--- src/rtl/lieat_ifu_ifetch_rsp_pkg.sv ---
// ============================================================================
//  Module      : lieat_ifu_ifetch_rsp_pkg
//  Description : Shared width define, FSM state encodings and bus response
//                constants for the IFU fetch-response stage.
//  Revision    : 1.0 - initial release
// ============================================================================
`default_nettype none

`ifndef XLEN
`define XLEN 32
`endif

package lieat_ifu_ifetch_rsp_pkg;

    typedef enum logic [1:0] {
        IFR_IDLE = 2'd0,
        IFR_AR   = 2'd1,
        IFR_R    = 2'd2,
        IFR_OUT  = 2'd3
    } ifr_state_e;

    localparam logic [1:0] RESP_OKAY = 2'b00;

    // Instructions are 32-bit only, so any nonzero low PC bits are illegal.
    function automatic logic pc_misaligned(input logic [1:0] pc_lo);
        return (pc_lo != 2'b00);
    endfunction

endpackage

`default_nettype wire

--- src/rtl/lieat_general_dfflr.sv ---
// ============================================================================
//  Module      : lieat_general_dfflr
//  Description : Generic load-enabled flop with synchronous active-high reset
//                to zero.
//  Revision    : 1.0 - initial release
// ============================================================================
`default_nettype none

module lieat_general_dfflr #(
    parameter int DW = 32
) (
    input  logic          clk,
    input  logic          rst,
    input  logic          i_lden,
    input  logic [DW-1:0] i_dnxt,
    output logic [DW-1:0] o_qout
);

    logic [DW-1:0] r_q;

    // Hold value unless load is requested; reset clears to zero.
    always_ff @(posedge clk) begin
        if (rst) begin
            r_q <= '0;
        end else if (i_lden) begin
            r_q <= i_dnxt;
        end
    end

    assign o_qout = r_q;

endmodule

`default_nettype wire

--- src/rtl/lieat_ifu_rsp_pend.sv ---
// ============================================================================
//  Module      : lieat_ifu_rsp_pend
//  Description : One-entry pending-flush register. Holds the flush PC that
//                must be fetched once the in-flight (dropped) beat retires.
//                Set overwrites any earlier entry; set wins over clear.
//  Revision    : 1.0 - initial release
// ============================================================================
`default_nettype none

module lieat_ifu_rsp_pend #(
    parameter int ADDR_W = 32
) (
    input  logic              clk,
    input  logic              rst,
    input  logic              i_set,
    input  logic [ADDR_W-1:0] i_set_pc,
    input  logic              i_clr,
    output logic              o_valid,
    output logic [ADDR_W-1:0] o_pc
);

    logic w_valid_ld;

    assign w_valid_ld = i_set | i_clr;

    lieat_general_dfflr #(.DW(1)) u_valid (
        .clk    (clk),
        .rst    (rst),
        .i_lden (w_valid_ld),
        .i_dnxt (i_set),
        .o_qout (o_valid)
    );

    lieat_general_dfflr #(.DW(ADDR_W)) u_pc (
        .clk    (clk),
        .rst    (rst),
        .i_lden (i_set),
        .i_dnxt (i_set_pc),
        .o_qout (o_pc)
    );

endmodule

`default_nettype wire

--- src/rtl/lieat_ifu_ifetch_rsp.sv ---
// ============================================================================
//  Module      : lieat_ifu_ifetch_rsp
//  Description : IFU fetch-response stage. Accepts one fetch PC per
//                handshake, issues a single-beat AR/R read, and returns the
//                instruction word and PC to the IDU. Flushes during an open
//                bus transaction mark the beat for dropping and queue the
//                flush PC in a one-entry pending register.
//                Optional: LIEAT_IFU_MISALIGN_CHK_EN - misaligned PCs bypass
//                the bus and return an error response directly.
//  Revision    : 1.0 - initial release
// ============================================================================
`default_nettype none

module lieat_ifu_ifetch_rsp
    import lieat_ifu_ifetch_rsp_pkg::*;
#(
    parameter int ADDR_W = `XLEN,
    parameter int DATA_W = 32
) (
    input  logic              clock,
    input  logic              reset,
    input  logic              req_i_valid,
    input  logic [ADDR_W-1:0] req_i_pc,
    output logic              req_i_ready,
    input  logic              req_i_flush,
    output logic              bus_arvalid,
    output logic [ADDR_W-1:0] bus_araddr,
    input  logic              bus_arready,
    input  logic              bus_rvalid,
    input  logic [DATA_W-1:0] bus_rdata,
    input  logic [1:0]        bus_rresp,
    output logic              bus_rready,
    output logic              rsp_o_valid,
    input  logic              rsp_o_ready,
    output logic [ADDR_W-1:0] rsp_o_pc,
    output logic [DATA_W-1:0] rsp_o_instr,
    output logic              rsp_o_err,
    output logic              rsp_o_ifsh
);

    ifr_state_e        r_state;
    ifr_state_e        w_state_nxt;
    logic [ADDR_W-1:0] r_pc;
    logic [DATA_W-1:0] r_instr;
    logic              r_err;
    logic              r_drop;

    logic              w_drop_nxt;
    logic              w_data_ld;
    logic [DATA_W-1:0] w_instr_nxt;
    logic              w_err_nxt;
    logic              w_launch;
    logic [ADDR_W-1:0] w_launch_pc;
    logic              w_launch_mis;
    logic              w_pc_ld;
    logic              w_pend_set;
    logic              w_pend_clr;
    logic              w_pend_valid;
    logic [ADDR_W-1:0] w_pend_pc;

    lieat_ifu_rsp_pend #(.ADDR_W(ADDR_W)) u_pend (
        .clk      (clock),
        .rst      (reset),
        .i_set    (w_pend_set),
        .i_set_pc (req_i_pc),
        .i_clr    (w_pend_clr),
        .o_valid  (w_pend_valid),
        .o_pc     (w_pend_pc)
    );

    // Flush forces acceptance anywhere; otherwise accept when idle or when
    // the held response is being consumed (zero-bubble refetch).
    assign req_i_ready = req_i_flush
                       | (r_state == IFR_IDLE)
                       | ((r_state == IFR_OUT) & rsp_o_ready);

    assign bus_arvalid = (r_state == IFR_AR);
    assign bus_araddr  = r_pc;
    assign bus_rready  = (r_state == IFR_R);

    // A flush kills the held response in the same cycle it arrives.
    assign rsp_o_valid = (r_state == IFR_OUT) & ~req_i_flush;
    assign rsp_o_ifsh  = rsp_o_valid & rsp_o_ready;
    assign rsp_o_pc    = r_pc;
    assign rsp_o_instr = r_instr;
    assign rsp_o_err   = r_err;

    // Next-state, drop/pending control and new-fetch launch decode.
    always_comb begin
        w_state_nxt  = r_state;
        w_drop_nxt   = r_drop;
        w_data_ld    = 1'b0;
        w_instr_nxt  = bus_rdata;
        w_err_nxt    = (bus_rresp != RESP_OKAY);
        w_launch     = 1'b0;
        w_launch_pc  = req_i_pc;
        w_launch_mis = 1'b0;
        w_pc_ld      = 1'b0;
        w_pend_set   = 1'b0;
        w_pend_clr   = 1'b0;

        case (r_state)
            IFR_IDLE: begin
                if (req_i_valid | req_i_flush) begin
                    w_launch = 1'b1;
                end
            end
            IFR_AR: begin
                // Address phase must complete even when flushed.
                if (req_i_flush) begin
                    w_drop_nxt = 1'b1;
                    w_pend_set = 1'b1;
                end
                if (bus_arready) begin
                    w_state_nxt = IFR_R;
                end
            end
            IFR_R: begin
                if (bus_rvalid) begin
                    if (req_i_flush) begin
                        // Beat dies with the flush; fetch the flush PC now.
                        w_drop_nxt = 1'b0;
                        w_pend_clr = 1'b1;
                        w_launch   = 1'b1;
                    end else if (r_drop) begin
                        w_drop_nxt = 1'b0;
                        if (w_pend_valid) begin
                            w_pend_clr  = 1'b1;
                            w_launch    = 1'b1;
                            w_launch_pc = w_pend_pc;
                        end else begin
                            w_state_nxt = IFR_IDLE;
                        end
                    end else begin
                        w_data_ld   = 1'b1;
                        w_state_nxt = IFR_OUT;
                    end
                end else if (req_i_flush) begin
                    w_drop_nxt = 1'b1;
                    w_pend_set = 1'b1;
                end
            end
            IFR_OUT: begin
                if (req_i_flush) begin
                    w_launch = 1'b1;
                end else if (rsp_o_ready) begin
                    if (req_i_valid) begin
                        w_launch = 1'b1;
                    end else begin
                        w_state_nxt = IFR_IDLE;
                    end
                end
            end
            default: begin
                w_state_nxt = IFR_IDLE;
            end
        endcase

`ifdef LIEAT_IFU_MISALIGN_CHK_EN
        w_launch_mis = pc_misaligned(w_launch_pc[1:0]);
`else
        w_launch_mis = 1'b0;
`endif

        // Common launch: latch the PC, then either go to the bus or return
        // an error response directly for a misaligned PC.
        if (w_launch) begin
            w_pc_ld = 1'b1;
            if (w_launch_mis) begin
                w_data_ld   = 1'b1;
                w_instr_nxt = '0;
                w_err_nxt   = 1'b1;
                w_state_nxt = IFR_OUT;
            end else begin
                w_state_nxt = IFR_AR;
            end
        end
    end

    // State, PC, response data and drop flag registers.
    always_ff @(posedge clock) begin
        if (reset) begin
            r_state <= IFR_IDLE;
            r_pc    <= '0;
            r_instr <= '0;
            r_err   <= 1'b0;
            r_drop  <= 1'b0;
        end else begin
            r_state <= w_state_nxt;
            r_drop  <= w_drop_nxt;
            if (w_pc_ld) begin
                r_pc <= w_launch_pc;
            end
            if (w_data_ld) begin
                r_instr <= w_instr_nxt;
                r_err   <= w_err_nxt;
            end
        end
    end

endmodule

`default_nettype wire

--- config.mk ---
export PLATFORM = sky130hd
export DESIGN_NAME = lieat_ifu_ifetch_rsp
export DESIGN_NICKNAME = d
export VERILOG_FILES = /design/src/rtl/lieat_ifu_ifetch_rsp_pkg.sv /design/src/rtl/lieat_general_dfflr.sv /design/src/rtl/lieat_ifu_rsp_pend.sv /design/src/rtl/lieat_ifu_ifetch_rsp.sv
export SDC_FILE = /design/constraint.sdc
export NUM_CORES = 1
export LEC_CHECK = 0
export ABC_AREA = 1
export BUFFER_PORTS_ARGS = -buffer_cell sky130_fd_sc_hd__buf_2
export CORE_MARGIN = 1.5
export CORE_UTILIZATION = 52
export CTS_CLUSTER_SIZE = 40
export DETAILED_ROUTE_END_ITERATION = 16
export PLACE_DENSITY_LB_ADDON = 0.3
export REMOVE_ABC_BUFFERS = 1
export SETUP_SLACK_MARGIN = 0.15
export SYNTH_ARGS = -nofsm -noshare
export SYNTH_HDL_FRONTEND = slang
export SYNTH_SLANG_ARGS = --single-unit
--- constraint.sdc ---
create_clock -name clock -period 4.95 [get_ports clock]
set_clock_uncertainty 0.05 [all_clocks]
set_input_delay 0.99 -clock clock [delete_from_list [all_inputs] [get_ports clock]]
set_output_delay 0.99 -clock clock [all_outputs]
set_load 0.02 [all_outputs]
==> metrics.cfg <==
[status]
run_status=finished, final reports clean

[power]
comb_power_share=0.444
power.share.sequential=0.392
cellPowerDensity_mw_per_mm2=562
switching_share=0.447
vdd.ir_drop.worst_mv=0.349
clockPowerShare=0.164
leakage_uw=0.00242
switching_power_summed_over_all_nets_uw=1290
power_report.internal_total_uw=1600

[setup_path]
r2r_start=r_drop$_SDFFE_PP0N_
worstPathMaxFanout=36
slowest_delay_ps=1160
worstRegToRegCells=4
cp_common_cell=sky130_fd_sc_hd__nand2_1
timing.critical_path.required_ps=5170
path_cells=clkinv_1 > nand2_1 > nand2_1 > a21oi_1
path_class=flip-flop to flip-flop
worst-endpoint-arrival_ps=2980
regToRegSetupSlack_ps=2180
cp_slowest_cell=sky130_fd_sc_hd__nand2_1
crit_path_end_kind=flip-flop
critical_path.reg2reg.endpoint=rsp_o_instr[14]$_SDFFE_PP0P_
critPathLaunchType=flip-flop

[yosys]
postSynthRegisterBits=101
syn_area_per_cell_um2=7.37
post_synth_inst_count=599
synth.yosys.seq_area_share=0.458
synth.lib_cells_used.distinct=23
synth.yosys.warnings=0
post_synth_instance_area_mm2=0.00441

[routing]
antenna_violating_nets_post_route=0
detailedRoute.firstIterationViolations=119
via_count=4126
drt-wirelength-per-cell_um=12.0
drcViolationCount=0
detail_route.first_pass.iterations=5
wirelength_um=9850
post_drt_via_cell_ratio=5.01

[sta]
finalSetupViolations=0
final_critical_path_setup_slack_ps=2180
finalSetupTns_ps=0
count_of_endpoints_failing_hold_in_the_final_timing_report=0
rsz_0062_raised_after_global_routing=false
worst_pin_slew_ps=1070
timing.final.crit_share=0.559
timing.max_slew.rel_slack=0.285
final_max_slew_viol_count=0
fmax_ghz=0.361
finalWorstPathRequiredPeriod_ps=2770

[worst_hold_path]
min_to=u_pend.u_pc.o_qout[20]$_SDFFE_PP0P_
hp-start=u_pend.u_pc.o_qout[20]$_SDFFE_PP0P_
timing.hold.worst.class=flip-flop to flip-flop
min_delay_path_depth=2

[run]
maxCapViolations=0

[clock_tree]
cts-hold-fix-buffers=0
clock-root-buffer=sky130_fd_sc_hd__clkbuf_8
htree_levels=3
path_clk_slew_ps=90
tritoncts=yes
clkSinkCount=101
post_cts_resized=0
ctsLongestPathBuffers=2
postCtsSetupRepairBufs=0
numCtsBuffers=9
clk_latency_ps=350

[global_route]
grt-ovfl-total=0
grt.total_usage=0.213
antenna_found_initial=0
via_count_of_the_first_global_routing_pass=3558
first_pass_grt_wire_length_um=15400
grt_max_degree=67

[layout]
layout-area-overhead-vs-synth_pct=16.7
post_layout_nonfiller_instances=823
final_nets=790
antenna_cells=0
postLayoutCoreUtil=0.627
final_layout_size_suffix_gt1_frac=0.274

[die]
fp.coreArea_mm2=0.00822
chipHeight_um=95.1
floorplan.initialDensity=0.537
dieWidth_um=95.1
top_level_i_o_count=175
num_rows=33
design.die.area_mm2=0.00905

[place]
place_congestion=0.850
dp_hpwl_um=6650
dp_cells=807
portBuffers=174
place_worst_setup_slack_ps=2070

## cells in the final DEF, fill, tap and decap left out
cell type / count
sky130_fd_sc_hd__buf_2: 174
sky130_fd_sc_hd__dfxtp_1: 101
sky130_fd_sc_hd__nand2_1: 92
sky130_fd_sc_hd__nor2_1: 74
sky130_fd_sc_hd__a21oi_1: 69
sky130_fd_sc_hd__o21ai_0: 62
sky130_fd_sc_hd__inv_1: 45
sky130_fd_sc_hd__o21ai_1: 36
sky130_fd_sc_hd__nand3_1: 34
sky130_fd_sc_hd__clkbuf_8: 10
sky130_fd_sc_hd__ha_1: 4
sky130_fd_sc_hd__clkinvlp_4: 3
sky130_fd_sc_hd__nand2_2: 2
sky130_fd_sc_hd__buf_4: 2
sky130_fd_sc_hd__nor2_8: 1
sky130_fd_sc_hd__clkinv_1: 1
sky130_fd_sc_hd__nand2_4: 1
sky130_fd_sc_hd__nand3_4: 1
sky130_fd_sc_hd__inv_2: 1
sky130_fd_sc_hd__a221oi_1: 1
sky130_fd_sc_hd__o211ai_1: 1
sky130_fd_sc_hd__clkinv_2: 1
sky130_fd_sc_hd__clkinv_4: 1
sky130_fd_sc_hd__clkbuf_1: 1
## through the flow
stage               instance area (um^2)  hold WS [ps]  power (uW)
floorplan                           3960           382        1990
global placement                    4970           389        2430
detailed placement                  4970           398        2450
CTS                                 5150           410        2930
global route                        5150           426        3100
finish                              5150           404        2890
## logic make-up after synthesis
logic type / share of synthesized area
AO/OA/AOI/OAI: 0.193
buffers and inverters: 0.144
adder cells (fa/ha/maj): 0.0113
flip-flops: 0.458
AND/OR/NAND/NOR: 0.194
## state kept, by name (all words and copies together) (netlist names)
signal                 flops
rsp_o_instr               32
u_pend.u_pc.o_qout        32
rsp_o_err                  1
u_pend.u_valid.o_qout      1
r_state                    2
r_drop                     1
bus_araddr                32
## final cells by class
cell class                 instances  area [um^2]
timing repair buffer             176          886
tap                              105          131
multi-input combinational        378         1760
fill                             751         3070
inverter                          47          176
sequential                       101         2020
clock inverter                     5         36.3
clock buffer                      11          141
## power by group through the flow
stage	Clock [uW]	Combinational, uW	Sequential, uW
6_report	476	1290	1130
5_1_grt	515	1430	1160
4_1_cts	488	1300	1140
3_5_place_dp	0	1300	1150
3_3_place_gp	0	1290	1140
2_1_floorplan	0	493	1500
## synth_stat cells
master	instances	area (um^2)
sky130_fd_sc_hd__buf_1	5	18.8
sky130_fd_sc_hd__a21oi_1	69	345
sky130_fd_sc_hd__clkbuf_2	1	5.00
sky130_fd_sc_hd__buf_2	11	55.1
sky130_fd_sc_hd__o211ai_1	1	7.51
sky130_fd_sc_hd__nand2_4	1	11.3
sky130_fd_sc_hd__nor2_8	1	20.0
sky130_fd_sc_hd__a221oi_1	1	8.76
sky130_fd_sc_hd__clkbuf_1	15	56.3
sky130_fd_sc_hd__o21ai_1	36	180
sky130_fd_sc_hd__buf_4	37	278
sky130_fd_sc_hd__nor2_1	74	278
sky130_fd_sc_hd__dfxtp_1	101	2020
sky130_fd_sc_hd__buf_6	4	45.0
sky130_fd_sc_hd__ha_1	4	50.1
sky130_fd_sc_hd__nand2_1	92	345
sky130_fd_sc_hd__nand2_2	2	12.5
sky130_fd_sc_hd__inv_1	45	169
sky130_fd_sc_hd__clkinv_1	1	3.75
sky130_fd_sc_hd__o21ai_0	62	310
sky130_fd_sc_hd__inv_2	1	3.75
sky130_fd_sc_hd__nand3_1	34	170
sky130_fd_sc_hd__nand3_4	1	17.5
## per-layer routing
layer  wire (um)  vias up  GRT usage
met4          77        0     0.0684
met3         827        6     0.0502
li1            -     2129          -
met5           0        -          0
met1        4350     1830      0.252
met2        4600      161      0.378
## how the worst max path moves through the flow
stage,start,end,slack (ps),cells after the start
6_report,r_drop$_SDFFE_PP0N_,rsp_o_instr[14]$_SDFFE_PP0P_,2180,4
4_1_cts,r_drop$_SDFFE_PP0N_,rsp_o_instr[11]$_SDFFE_PP0P_,2210,4
2_1_floorplan,rsp_o_ready,rsp_o_ifsh,2580,2
3_5_place_dp,req_i_flush,u_pend.u_pc.o_qout[5]$_SDFFE_PP0P_,2070,7
3_3_place_gp,bus_rvalid,bus_araddr[11]$_SDFFE_PP0P_,2120,7
5_1_grt,r_drop$_SDFFE_PP0N_,rsp_o_instr[31]$_SDFFE_PP0P_,1910,4
## critical path, delay by kind of cell, from the launching register on
kind	cells	cell delay (ps)
and+or+nand+nor	2	1270
buffers and inverters	1	760
DFF	1	410
AOI/OAI and AO/OA	1	180
Note: power is estimated with default switching activity, not from simulation.
